## src/rtl/uart_pkg.sv

```systemverilog
// Shared UART definitions: receiver FSM states, parity modes, error-flag
// indices and the baud divisor / majority helpers used by both RX and TX.
package uart_pkg;

  typedef enum logic [2:0] {
    ST_IDLE,
    ST_START,
    ST_DATA,
    ST_PARITY,
    ST_STOP1,
    ST_STOP2
  } rx_state_t;

  localparam logic [1:0] PAR_NONE = 2'b00;
  localparam logic [1:0] PAR_EVEN = 2'b01;
  localparam logic [1:0] PAR_ODD  = 2'b10;

  localparam int ERR_PARITY = 0;
  localparam int ERR_FRAME  = 1;

  // Clocks per oversample tick, rounded to nearest.
  function automatic int calc_divisor(input int clk_mhz, input int baud);
    longint num;
    num = longint'(clk_mhz) * 1_000_000 + longint'(baud) * 8;
    return int'(num / (longint'(baud) * 16));
  endfunction

  function automatic logic majority3(input logic a, input logic b, input logic c);
    return (a & b) | (a & c) | (b & c);
  endfunction

endpackage

```

## src/rtl/uart_rx_fifo_core.sv

```systemverilog
// Synchronous FIFO with combinational read port; a push into a full FIFO is
// accepted when a pop happens in the same cycle.
module uart_rx_fifo_core #(
  parameter int WIDTH = 10,
  parameter int DEPTH = 16
) (
  input  logic                     clk,
  input  logic                     rst,
  input  logic                     push,
  input  logic                     pop,
  input  logic [WIDTH-1:0]         wdata,
  output logic [WIDTH-1:0]         rdata,
  output logic                     full,
  output logic                     empty,
  output logic [$clog2(DEPTH):0]   count
);
  localparam int AW = $clog2(DEPTH);
  localparam int CW = AW + 1;

  logic [WIDTH-1:0] mem [DEPTH];
  logic [AW-1:0]    wr_ptr;
  logic [AW-1:0]    rd_ptr;
  logic             do_push;
  logic             do_pop;

  assign full    = (count == CW'(DEPTH));
  assign empty   = (count == '0);
  assign do_pop  = pop & ~empty;
  assign do_push = push & (~full | do_pop);
  assign rdata   = mem[rd_ptr];

  always_ff @(posedge clk or posedge rst) begin
    if (rst) begin
      wr_ptr <= '0;
      rd_ptr <= '0;
      count  <= '0;
    end else begin
      if (do_push) wr_ptr <= wr_ptr + 1'b1;
      if (do_pop)  rd_ptr <= rd_ptr + 1'b1;
      count <= count + CW'(do_push) - CW'(do_pop);
    end
  end

  always_ff @(posedge clk) begin
    if (do_push) mem[wr_ptr] <= wdata;
  end

endmodule

```

## src/rtl/uart_rx_stream.sv

```systemverilog
// Oversampling UART receiver with FIFO and prefetching valid/ready output stage.
// Optional idle-timeout interrupt is built when UART_RX_TIMEOUT_EN is defined.
module uart_rx_stream
  import uart_pkg::*;
#(
  parameter int DATA_WIDTH   = 8,
  parameter int BAUDRATE     = 9600,
  parameter int CLK_FREQ_MHZ = 125,
  parameter int OVERSAMPLE   = 16,
  parameter int FIFO_DEPTH   = 16,
  parameter int WATERMARK    = 8,
  parameter int TIMEOUT_BITS = 32
) (
  input  logic                          clk,
  input  logic                          rst,
  input  logic                          rx,
  input  logic [1:0]                    cfg_parity,
  input  logic                          cfg_stop2,
  input  logic                          clr_overrun,
  input  logic                          ready_out,
  output logic                          valid_out,
  output logic [DATA_WIDTH-1:0]         rx_data,
  output logic [1:0]                    rx_err,
  output logic [$clog2(FIFO_DEPTH)+1:0] fifo_level,
  output logic                          rx_done,
  output logic                          overrun,
  output logic                          irq_wm,
  output logic                          irq_timeout
);
  localparam int DIV    = calc_divisor(CLK_FREQ_MHZ, BAUDRATE);
  localparam int DIV_W  = (DIV > 1) ? $clog2(DIV) : 1;
  localparam int TICK_W = $clog2(OVERSAMPLE);
  localparam int MID    = OVERSAMPLE / 2;
  localparam int BIT_W  = $clog2(DATA_WIDTH + 1);
  localparam int CNT_W  = $clog2(FIFO_DEPTH) + 1;
  localparam int LVL_W  = CNT_W + 1;
  localparam int WORD_W = DATA_WIDTH + 2;

  logic rx_meta, rx_sync, rx_prev;
  logic start_edge, frame_start;
  rx_state_t state, state_next;
  logic [DIV_W-1:0]  div_cnt;
  logic [TICK_W-1:0] tick_cnt;
  logic tick, sample_pt, bit_end, bit_val, frame_last;
  logic [1:0] samp;
  logic [DATA_WIDTH-1:0] shreg;
  logic [BIT_W-1:0] bit_idx;
  logic [1:0] par_mode_q;
  logic stop2_q, par_err, frame_err, par_en, par_expect;
  logic [WORD_W-1:0] word_q, fifo_rdata;
  logic fifo_full, fifo_empty, pop, drop;
  logic [CNT_W-1:0] fifo_count;

  always_ff @(posedge clk or posedge rst) begin
    if (rst) begin
      rx_meta <= 1'b1;
      rx_sync <= 1'b1;
      rx_prev <= 1'b1;
    end else begin
      rx_meta <= rx;
      rx_sync <= rx_meta;
      rx_prev <= rx_sync;
    end
  end

  assign start_edge  = rx_prev & ~rx_sync;
  assign frame_start = (state == ST_IDLE) & start_edge;
  assign tick        = (div_cnt == DIV_W'(DIV - 1));
  assign sample_pt   = tick & (tick_cnt == TICK_W'(MID + 1));
  assign bit_end     = tick & (tick_cnt == TICK_W'(OVERSAMPLE - 1));
  assign bit_val     = majority3(samp[1], samp[0], rx_sync);
  assign par_en      = (par_mode_q == PAR_EVEN) | (par_mode_q == PAR_ODD);
  assign par_expect  = (par_mode_q == PAR_ODD) ? ~^shreg : ^shreg;

  // Tick counters free-run while idle so the timeout can count bit-times.
  always_ff @(posedge clk or posedge rst) begin
    if (rst) begin
      div_cnt  <= '0;
      tick_cnt <= '0;
      samp     <= '0;
    end else begin
      if (frame_start) begin
        div_cnt  <= '0;
        tick_cnt <= '0;
      end else if (tick) begin
        div_cnt  <= '0;
        tick_cnt <= tick_cnt + 1'b1;
      end else begin
        div_cnt <= div_cnt + 1'b1;
      end
      if (tick && (tick_cnt == TICK_W'(MID - 1) || tick_cnt == TICK_W'(MID)))
        samp <= {samp[0], rx_sync};
    end
  end

  always_ff @(posedge clk or posedge rst) begin
    if (rst) state <= ST_IDLE;
    else     state <= state_next;
  end

  always_comb begin
    state_next = state;
    frame_last = 1'b0;
    case (state)
      ST_IDLE:   if (start_edge) state_next = ST_START;
      ST_START: begin
        if (sample_pt && bit_val) state_next = ST_IDLE;
        else if (bit_end)         state_next = ST_DATA;
      end
      ST_DATA:
        if (bit_end && bit_idx == BIT_W'(DATA_WIDTH))
          state_next = par_en ? ST_PARITY : ST_STOP1;
      ST_PARITY: if (bit_end) state_next = ST_STOP1;
      ST_STOP1: begin
        if (stop2_q) begin
          if (bit_end) state_next = ST_STOP2;
        end else if (sample_pt) begin
          state_next = ST_IDLE;
          frame_last = 1'b1;
        end
      end
      ST_STOP2: begin
        if (sample_pt) begin
          state_next = ST_IDLE;
          frame_last = 1'b1;
        end
      end
      default:   state_next = ST_IDLE;
    endcase
  end

  // The word is captured at the last stop sample and pushed the next cycle.
  always_ff @(posedge clk or posedge rst) begin
    if (rst) begin
      shreg      <= '0;
      bit_idx    <= '0;
      par_mode_q <= PAR_NONE;
      stop2_q    <= 1'b0;
      par_err    <= 1'b0;
      frame_err  <= 1'b0;
      word_q     <= '0;
      rx_done    <= 1'b0;
    end else begin
      rx_done <= frame_last;
      if (frame_start) begin
        par_mode_q <= cfg_parity;
        stop2_q    <= cfg_stop2;
        bit_idx    <= '0;
        par_err    <= 1'b0;
        frame_err  <= 1'b0;
      end
      if (sample_pt) begin
        case (state)
          ST_DATA: begin
            shreg   <= {bit_val, shreg[DATA_WIDTH-1:1]};
            bit_idx <= bit_idx + 1'b1;
          end
          ST_PARITY:          par_err <= (bit_val != par_expect);
          ST_STOP1, ST_STOP2: if (!bit_val) frame_err <= 1'b1;
          default: ;
        endcase
      end
      if (frame_last) begin
        word_q[DATA_WIDTH-1:0]         <= shreg;
        word_q[DATA_WIDTH + ERR_PARITY] <= par_err;
        word_q[DATA_WIDTH + ERR_FRAME]  <= frame_err | ~bit_val;
      end
    end
  end

  uart_rx_fifo_core #(
    .WIDTH (WORD_W),
    .DEPTH (FIFO_DEPTH)
  ) u_fifo (
    .clk   (clk),
    .rst   (rst),
    .push  (rx_done),
    .pop   (pop),
    .wdata (word_q),
    .rdata (fifo_rdata),
    .full  (fifo_full),
    .empty (fifo_empty),
    .count (fifo_count)
  );

  assign pop  = ~fifo_empty & (~valid_out | ready_out);
  assign drop = rx_done & fifo_full & ~pop;

  always_ff @(posedge clk or posedge rst) begin
    if (rst) begin
      valid_out <= 1'b0;
      rx_data   <= '0;
      rx_err    <= '0;
    end else if (pop) begin
      valid_out         <= 1'b1;
      {rx_err, rx_data} <= fifo_rdata;
    end else if (ready_out) begin
      valid_out <= 1'b0;
    end
  end

  always_ff @(posedge clk or posedge rst) begin
    if (rst)              overrun <= 1'b0;
    else if (drop)        overrun <= 1'b1;
    else if (clr_overrun) overrun <= 1'b0;
  end

  assign fifo_level = LVL_W'(fifo_count) + LVL_W'(valid_out);
  assign irq_wm     = (fifo_level >= LVL_W'(WATERMARK));

`ifdef UART_RX_TIMEOUT_EN
  localparam int TO_W = $clog2(TIMEOUT_BITS + 1);
  logic [TO_W-1:0] idle_bits;
  logic            to_fired;

  // One pulse per idle period; any start edge or active frame re-arms it.
  always_ff @(posedge clk or posedge rst) begin
    if (rst) begin
      idle_bits   <= '0;
      to_fired    <= 1'b0;
      irq_timeout <= 1'b0;
    end else begin
      irq_timeout <= 1'b0;
      if (state != ST_IDLE || start_edge) begin
        idle_bits <= '0;
        to_fired  <= 1'b0;
      end else begin
        if (bit_end && idle_bits != TO_W'(TIMEOUT_BITS))
          idle_bits <= idle_bits + 1'b1;
        if (idle_bits == TO_W'(TIMEOUT_BITS) && fifo_level != '0 && !to_fired) begin
          irq_timeout <= 1'b1;
          to_fired    <= 1'b1;
        end
      end
    end
  end
`else
  assign irq_timeout = 1'b0 & (TIMEOUT_BITS > 0);
`endif

endmodule

```

## config.mk

```make
export PLATFORM = sky130hd
export DESIGN_NAME = uart_rx_stream
export DESIGN_NICKNAME = d
export VERILOG_FILES = /design/src/rtl/uart_pkg.sv /design/src/rtl/uart_rx_fifo_core.sv /design/src/rtl/uart_rx_stream.sv
export SDC_FILE = /design/constraint.sdc
export NUM_CORES = 1
export LEC_CHECK = 0
export BUFFER_PORTS_ARGS = -buffer_cell sky130_fd_sc_hd__buf_2
export CORE_MARGIN = 3
export CORE_UTILIZATION = 57
export DETAILED_ROUTE_END_ITERATION = 10
export GPL_TIMING_DRIVEN = 0
export PLACE_DENSITY = 0.74
export SLEW_MARGIN = 20
export SYNTH_ARGS = -nofsm -noshare
export SYNTH_HDL_FRONTEND = slang
export SYNTH_SLANG_ARGS = --single-unit
```

## constraint.sdc

```tcl
create_clock -name clk -period 5.59 [get_ports clk]
set_input_delay 0 -clock clk [delete_from_list [all_inputs] [get_ports clk]]
set_output_delay 0 -clock clk [all_outputs]
set_load 0.03 [all_outputs]
```

After elaboration in Yosys (flattened, before gate mapping) --
Memories as Yosys holds them, arrays and structs flattened. A register that Yosys moved wholly into a read port is not among the register bits. Index checks and enable logic that the tools add are counted.
Word-level totals: register bits after elaboration 65, latch bits 0, RAM bits 160, bits in read-only memories 0, output and inout port bits 21, word-level logic and storage cells 122, memories kept 1
Memory list:
- u_fifo.mem | depth 16, bits a word 10, rd ports 1, clocked after memory_dff 1, wr ports 1, RTL line uart_rx_fifo_core.sv:20 | logic [WIDTH-1:0] mem [DEPTH];
Cells by class: add/sub/neg operators 8, multiply operators 0, div/mod/pow operators 0, $lt $le $gt $ge 1, equal/unequal tests 20, shift operators 0, multiplexer cells 34, bitwise gates (word level) 24, reduce and logical (&&, ||, !) cells 14
Operators with widths (count):
- $mux W3 | 9
- $mux W10 | 2
- $mux W4 | 5
- $pmux W3 S6 | 1
- $add A4 B1 Y4 const B | 4
- $eq A4 B4 Y1 const B | 4
- $mux W1 | 16
- $and A1 B1 Y1 | 12
- $add A10 B1 Y10 const B | 1
- $eq A10 B10 Y1 const B | 1
- $reduce_xnor A8 Y1 | 1
- $reduce_xor A8 Y1 | 1
- $add A5 B1 Y6 | 1
- $eq A3 B2 Y1 const B | 2
- $eq A3 B3 Y1 const B | 2
- $ge A6 B4 Y1 const B | 1
- $ne A2 B2 Y1 const B | 3
- $ne A3 B3 Y1 const B | 2
- $not A1 Y1 | 6
- $or A1 B1 Y1 | 6
- $reduce_bool A2 Y1 | 3
- $add A5 B1 Y5 | 1
- $eq A5 B5 Y1 const B | 1
- $logic_not A5 Y1 | 1
- 13 further kinds | 15

Logic depth before layout (Yosys ltp) --
Gate-level depths: netlist (run 1).
depth in word-level cells 8, mapped depth 15

Modules after synthesis --
A second synthesis (run 1) with hierarchy kept.
Unflattened totals: cell total of the unflattened synthesis 666, area, all modules 9882.0 µm²
By module, submodules not included:
- uart_rx_fifo_core | times used 1, cells an instance 375, area an instance 6944.2 µm²
- uart_rx_stream | times used 1, cells an instance 291, area an instance 2937.8 µm²

Worst setup path before layout (run 1) --
Ideal clock, no wire load.
kind flip-flop to flip-flop, from reg u_fifo.count[2], to reg u_fifo.count[4], library setup time 125 ps, arrival 2469 ps, setup slack 2996 ps, stages on the path, launching flop included 16, buffers on the path 0, clock period less this slack 2594 ps, path through dfrtp_1 inv_1 ha_1 nor4b_1 or2_2 inv_1 ha_1 inv_1 ha_1 inv_1 fa_1 inv_1 a21oi_1 nor2_1 nor2_1 xor2_1
On the way: word-level cells in the longest chain between the ends 8
RTL lines:
- start, declared | RTL line uart_rx_fifo_core.sv:15 | output logic [$clog2(DEPTH):0] count
- start signal, assigned | RTL line uart_rx_fifo_core.sv:40 | count <= count + CW'(do_push) - CW'(do_pop);
- $logic_not A5 Y1 (*) | RTL line uart_rx_fifo_core.sv:27 | assign empty = (count == '0);
- $not A1 Y1 (*) | RTL line uart_rx_stream.sv:186 | assign pop = ~fifo_empty & (~valid_out | ready_out);
- $and A1 B1 Y1 (*) | RTL line uart_rx_stream.sv:186
- net pop | RTL line uart_rx_stream.sv:51 | logic fifo_full, fifo_empty, pop, drop;
- $and A1 B1 Y1 (*) | RTL line uart_rx_fifo_core.sv:28 | assign do_pop = pop & ~empty;
- $or A1 B1 Y1 | RTL line uart_rx_fifo_core.sv:29 | assign do_push = push & (~full | do_pop);
- $and A1 B1 Y1 | RTL line uart_rx_fifo_core.sv:29
- $add A5 B1 Y5 | RTL line uart_rx_fifo_core.sv:40
- $sub A5 B1 Y5 (*) | RTL line uart_rx_fifo_core.sv:40
Mark *: on every way through the listed nets, which the timed path passes. The rest lies on a longest branch. A chain may end at the register's enable or synchronous reset.

Worst setup path after layout (run 1) --
Ends and elaborated chain as after synthesis.

==> results_dict.tcl, run 1 <==
set metrics [dict create \
    synth_area_leader_cell "edfxtp_1" \
    cp-end-kind "register" \
    cts_sinks 235 \
    synth_ff_type "edfxtp_1" \
    overflow 0 \
    hold_class "input pin to asynchronous set/reset pin" \
    skew_ns 0.0175 \
    antenna_found_initial 0 \
    post-cts-setup-buffer-count 0 \
    io_pins 29 \
    synth_top_family_by_area "multiplexers" \
    drtPass1Iterations 5 \
    power_uw 4480 \
    initial_core_util 0.588 \
    ys_ff_latch 235 \
    port_buffers 27 \
    grt_max_degree 52 \
    via_per_inst 5.93 \
    die_h_um 137 \
    p_leak_uw 0.00479 \
    ir_drop_mv 0.257 \
    powerDensity_nw_per_um2 404 \
    synth_fa_ha_area_frac 0.0335 \
    yosys-top-cells-area "edfxtp_1 (49%), dfrtp_1 (18%), mux4_2 (9.1%)" \
    cap_violations 0 \
    die_w_um 137 \
    syn_avg_cell_area_um2 16.7 \
    path_clk_slew_ns 0.06 \
    die-area_um2 18900 \
    setup-violations-final 0 \
    slew_headroom 0.498 \
    rows 47 \
    fin_crit_sh 0.582 \
    first_global_vias 5347 \
    fmax_mhz 307 \
    wl_um 19100 \
    ys_async_sr_fraction 0.319 \
    grt_util_all_layers 0.209 \
    slew_viol_final 0 \
    crit_type "register to register" \
    synthMuxAreaShare 0.138 \
    synth_compound_area_frac 0.0278 \
    yosys-top-cells-count "edfxtp_1 (160), dfrtp_1 (72), mux4_2 (40), nand2_1 (30), nor2_1 (25)" \
    synth_edf_count 160 \
    netlist_instances 591 \
    yosys.area_share.xor_xnor 0.0293 \
    hold_viol 0 \
    fin_nets 684 \
    multiInputGateArea_um2 2960 \
    n_fill_cell 1127 \
    clock_latency_ns 0.50 \
    wl_per_cell_um 21.5 \
    syn_area_um2 9850 \
    critPathMaxFanout 5 \
    outcome "finished clean" \
    ys_seq_area_frac 0.679 \
    rsz0062_at_grt "no" \
    cts_buffers 23 \
    tightest_slew_ns 0.742 \
    synth_most_common_cell "edfxtp_1" \
    grt_pass1_wl_um 29800 \
    antenna_left 0 \
    area_delta_synth_final_pct 12.6 \
    synthDistinctLibCells 50 \
    start_kind "register" \
    drc 0 \
    required_ns 5.97 \
    cts_buffer_depth 3 \
    cts-root-buf "clkbuf_16" \
    cts_tree "done" \
    synth-simple-area-share 0.0719 \
    synth_top_area_frac 0.488 \
    drt_iter0_drc 380 \
    fin_crit_ns 3.25 \
    fp.coreArea_um2 16800 \
    gp_congestion 0.798 \
    drive_gt1_frac 0.222 \
    cts_max_level 1 \
    seq_area_um2 6690 \
    syn_nets 624 \
    via_count 5267 \
    n_antenna_cell 0 \
    dp_hpwl_um 12500 \
    tns_ns 0 \
    cp_data_arrival_time_ns 3.64 \
    yosysWarnings 0 \
]
==> worst max-delay path: stages, from the launching register on <==
cell	delay [ns]
dfrtp_1	0.45
inv_1	0.12
ha_1	0.17
nor4b_1	0.62
or2_2	0.27
inv_1	0.15
ha_1	0.32
inv_1	0.05
ha_1	0.15
inv_1	0.05
fa_1	0.40
inv_1	0.07
a21oi_1	0.05
nor2_1	0.09
nor2_1	0.05
xor2_1	0.13
==> registers in the layout, summed over array words and instances, names as in the netlist, 2 cells and up <==
name	flops
u_fifo.mem	160
div_cnt	10
word_q	10
rx_data	8
shreg	8
u_fifo.count	5
bit_idx	4
tick_cnt	4
u_fifo.rd_ptr	4
u_fifo.wr_ptr	4
state	3
par_mode_q	2
rx_err	2
samp	2
==> power by group <==
| part | switching, uW | internal, uW |
|---|---|---|
| Sequential | 90.3 | 1920 |
| Combinational | 601 | 397 |
| Clock | 614 | 853 |
==> cell families after synthesis <==
group / count (synthesis)
buffers and inverters: 47
muxes: 81
xor gates and xnor gates: 33
other: 1
and+or+nand+nor: 124
AOI/OAI and AO/OA: 44
adders and majority gates: 26
DFF: 235
==> layer usage <==
metal	up-vias	part of all wire	track usage
li1	2359	-	-
met1	2706	0.43	0.296
met2	179	0.50	0.345
met3	23	0.059	0.0347
met4	0	0.017	0.0466
met5	-	0	0
==> placed cells by master, fill, tap and decap left out, types with 3 or more instances in the layout <==
cell	synthesis	final
o22ai_1	11	11
and4_1	5	5
dfstp_2	3	3
nor2b_1	3	3
a21o_1	10	10
clkinv_1	1	3
clkinv_2	0	5
buf_2	10	37
mux4_2	40	40
mux2i_1	21	21
a21oi_1	7	7
mux2_2	15	15
nor2_1	25	25
edfxtp_1	160	160
nor3_1	4	4
nand3_1	10	10
and3_1	12	12
dlygate4sd3_1	0	7
clkbuf_8	0	5
and2_1	6	6
dfrtp_1	72	72
inv_1	23	22
clkbuf_1	10	15
nand4_1	7	7
o21ai_0	11	11
nand2_1	30	30
xnor2_1	19	19
xor2_1	14	14
nand2b_1	7	7
clkbuf_16	0	24
ha_1	24	24
mux2_4	5	5
==> what timing repair did <==
| item | in CTS | in global routing |
|---|---|---|
| endpoints found under the hold margin | 78 | 0 |
| hold buffers | 7 | 0 |
| gates resized for setup | 0 | 0 |
==> cell type report <==
class / instances / area share
Clock inverter: 8 / 0.00372
Clock buffer: 34 / 0.0621
Timing Repair Buffer: 35 / 0.0210
Inverter: 24 / 0.00835
Sequential cell: 235 / 0.603
Tap cell: 220 / 0.0248
Multi-Input combinational cell: 309 / 0.267
Buffer: 23 / 0.0103
==> worst paths after layout <==
| check | startpoint | end | slack, ns | depth (start not counted) |
|---|---|---|---|---|
| worst max-delay path | u_fifo.count[2] | u_fifo.count[4] | 2.34 | 15 |
| worst min-delay path | rst | u_fifo.count[0] | 0.03 | 3 |
| worst max register to register | u_fifo.count[2] | u_fifo.count[4] | 2.34 | 15 |
| worst min register to register | rx_meta | rx_sync | 0.36 | 0 |
| max in group asynchronous | rst | rx_prev | 4.92 | 4 |
| min in group clk | rx | rx_meta | 0.16 | 2 |
==> per-stage QoR <==
| step | instance area (um^2) | utilization | setup WS (ns) | cells | hold slack, ns |
|---|---|---|---|---|---|
| 2_1_floorplan | 9850 | - | 3.00 | 591 | 0.00448 |
| 3_3_place_gp | 10300 | 0.612 | 2.47 | 838 | 0.107 |
| 3_5_place_dp | 10300 | 0.614 | 2.39 | 839 | 0.0124 |
| 4_1_cts | 11100 | 0.662 | 2.35 | 888 | 0.0348 |
| 5_1_grt | 11100 | 0.662 | 2.19 | 888 | 0.0645 |
| 6_report | 11100 | 0.662 | 2.34 | 888 | 0.0272 |
Note: power is estimated with default switching activity, not from simulation.
==> run 2, diff against run 1 <==
==> constraint.sdc (replaced) <==
create_clock -name clk -period 3.3 [get_ports clk]
set_input_delay 0 -clock clk [delete_from_list [all_inputs] [get_ports clk]]
set_output_delay 0 -clock clk [all_outputs]
set_load 0.03 [all_outputs]
==> results_dict.tcl, run 2 (synthesis gave the netlist of run 1 again) <==
set metrics [dict create \
    outcome "finished clean" \
    rsz0062_at_grt "no" \
    die_w_um 137 \
    wl_um 19100 \
    n_antenna_cell 0 \
    drive_gt1_frac 0.223 \
    die-area_um2 18900 \
    slew_viol_final 0 \
    final_cell_count_no_fill 888 \
    largest_register "u_fifo.mem" \
    fp.coreArea_um2 16800 \
    final_common_cell "edfxtp_1" \
    post-route-util 0.662 \
    switchingPower_uw 2220 \
    first_global_vias 5347 \
    cts_buffer_depth 3 \
    cap_violations 0 \
    drt_iter0_drc 405 \
    sequentialPowerShare 0.450 \
    overflow 0 \
    crit_type "register to register" \
    gp_congestion 0.798 \
    reg.largest.list "u_fifo.mem (160), div_cnt (10), word_q (10)" \
    p_int_uw 5380 \
    antenna_left 0 \
    via_per_inst 5.92 \
    path_clk_slew_ns 0.07 \
    dp_hpwl_um 12500 \
    cts_sinks 235 \
    io_pins 29 \
    cts_max_level 1 \
    antenna_found_initial 0 \
    required_ns 3.69 \
    p_leak_uw 0.00480 \
    slew_headroom 0.515 \
    fin_nets 684 \
    cp_data_arrival_time_ns 3.39 \
    cts_tree "done" \
    fin_crit_sh 0.911 \
    largest_register_ff_count 160 \
    holdWs_ns 0.0247 \
    hold_class "input pin to asynchronous set/reset pin" \
    area_delta_synth_final_pct 12.7 \
    fin_crit_ns 3.01 \
    ir_drop_mv 0.435 \
    placedCellCount 839 \
    grt_max_degree 52 \
    drc 0 \
    mostFrequentLayoutCells "edfxtp_1 (160), dfrtp_1 (72), mux4_2 (40), buf_2 (37), nand2_1 (30)" \
    drtPass1Iterations 4 \
    tightest_slew_ns 0.721 \
    die_h_um 137 \
    clockPowerShare 0.327 \
    tns_ns 0 \
    cts_buffers 23 \
    hold_viol 0 \
    fmax_mhz 333 \
    grt_pass1_wl_um 29800 \
    wl_per_cell_um 21.5 \
    rows 47 \
    clock_latency_ns 0.50 \
    via_count 5256 \
    grt_util_all_layers 0.209 \
    critPathMaxFanout 5 \
    cts-root-buf "clkbuf_16" \
    combinationalPowerShare 0.223 \
    port_buffers 27 \
    setup-violations-final 0 \
    powerDensity_nw_per_um2 685 \
    cp-end-kind "register" \
    power_uw 7600 \
    start_kind "register" \
    skew_ns 0.0195 \
    reg2reg_slack_ns 0.29 \
    swShare 0.292 \
    initial_core_util 0.588 \
]
[run 2: metal layers]
metal / share of wire / GRT usage / vias up
met5: 0 / 0 / -
met2: 0.50 / 0.345 / 166
met4: 0.017 / 0.0466 / 0
met1: 0.43 / 0.296 / 2709
met3: 0.057 / 0.0347 / 23
li1: - / - / 2358
[run 2: worst max-delay path, cell delays in order, from the launching register on]
cell     delay, ns
dfrtp_1       0.45
inv_1         0.12
ha_1          0.19
nor4b_2       0.39
or2_2         0.23
inv_1         0.14
ha_1          0.32
inv_1         0.05
ha_1          0.15
inv_1         0.05
fa_1          0.40
inv_1         0.07
a21oi_1       0.06
nor2_1        0.09
nor2_1        0.05
xor2_1        0.13
[run 2: power by group through the flow]
stage	registers (uW)	clock network, uW	logic (uW)
after detailed placement	3470	0	1690
final	3420	2490	1690
after global routing	3440	2650	1850
after floorplan	3430	0	1320
after CTS	3410	2530	1710
after global placement	3460	0	1610
[run 2: final timing paths]
check | start | to | cells after the start
max | u_fifo.count[2] | u_fifo.count[4] | 15
min | rst | u_fifo.count[0] | 3
max reg2reg | u_fifo.count[2] | u_fifo.count[4] | 15
min reg2reg | rx_meta | rx_sync | 0
max in group asynchronous | rst | rx_prev | 4
min in group clk | rx | rx_meta | 2
[run 2: layout make-up]
cell class	count	area [um^2]
Buffer	23	114
Timing Repair Buffer	35	233
Sequential cell	235	6690
Fill cell	1126	5660
Inverter	24	92.6
Clock inverter	8	41.3
Tap cell	220	275
Multi-Input combinational cell	309	2970
Clock buffer	34	688
[run 2: metrics by stage]
| step | area, um^2 | setup slack [ns] |
|---|---|---|
| finish | 11100 | 0.295 |
| global route | 11100 | 0.111 |
| CTS | 11100 | 0.0583 |
| detailed placement | 10300 | 0.0982 |
| global placement | 10300 | 0.179 |
| floorplan | 9850 | 0.706 |
[run 2: timing repair]
item	CTS	global route
resized for setup	0	1
hold buffers	7	0
endpoints found under the setup margin	0	1
setup buffers	0	0
endpoints found under the hold margin	78	0
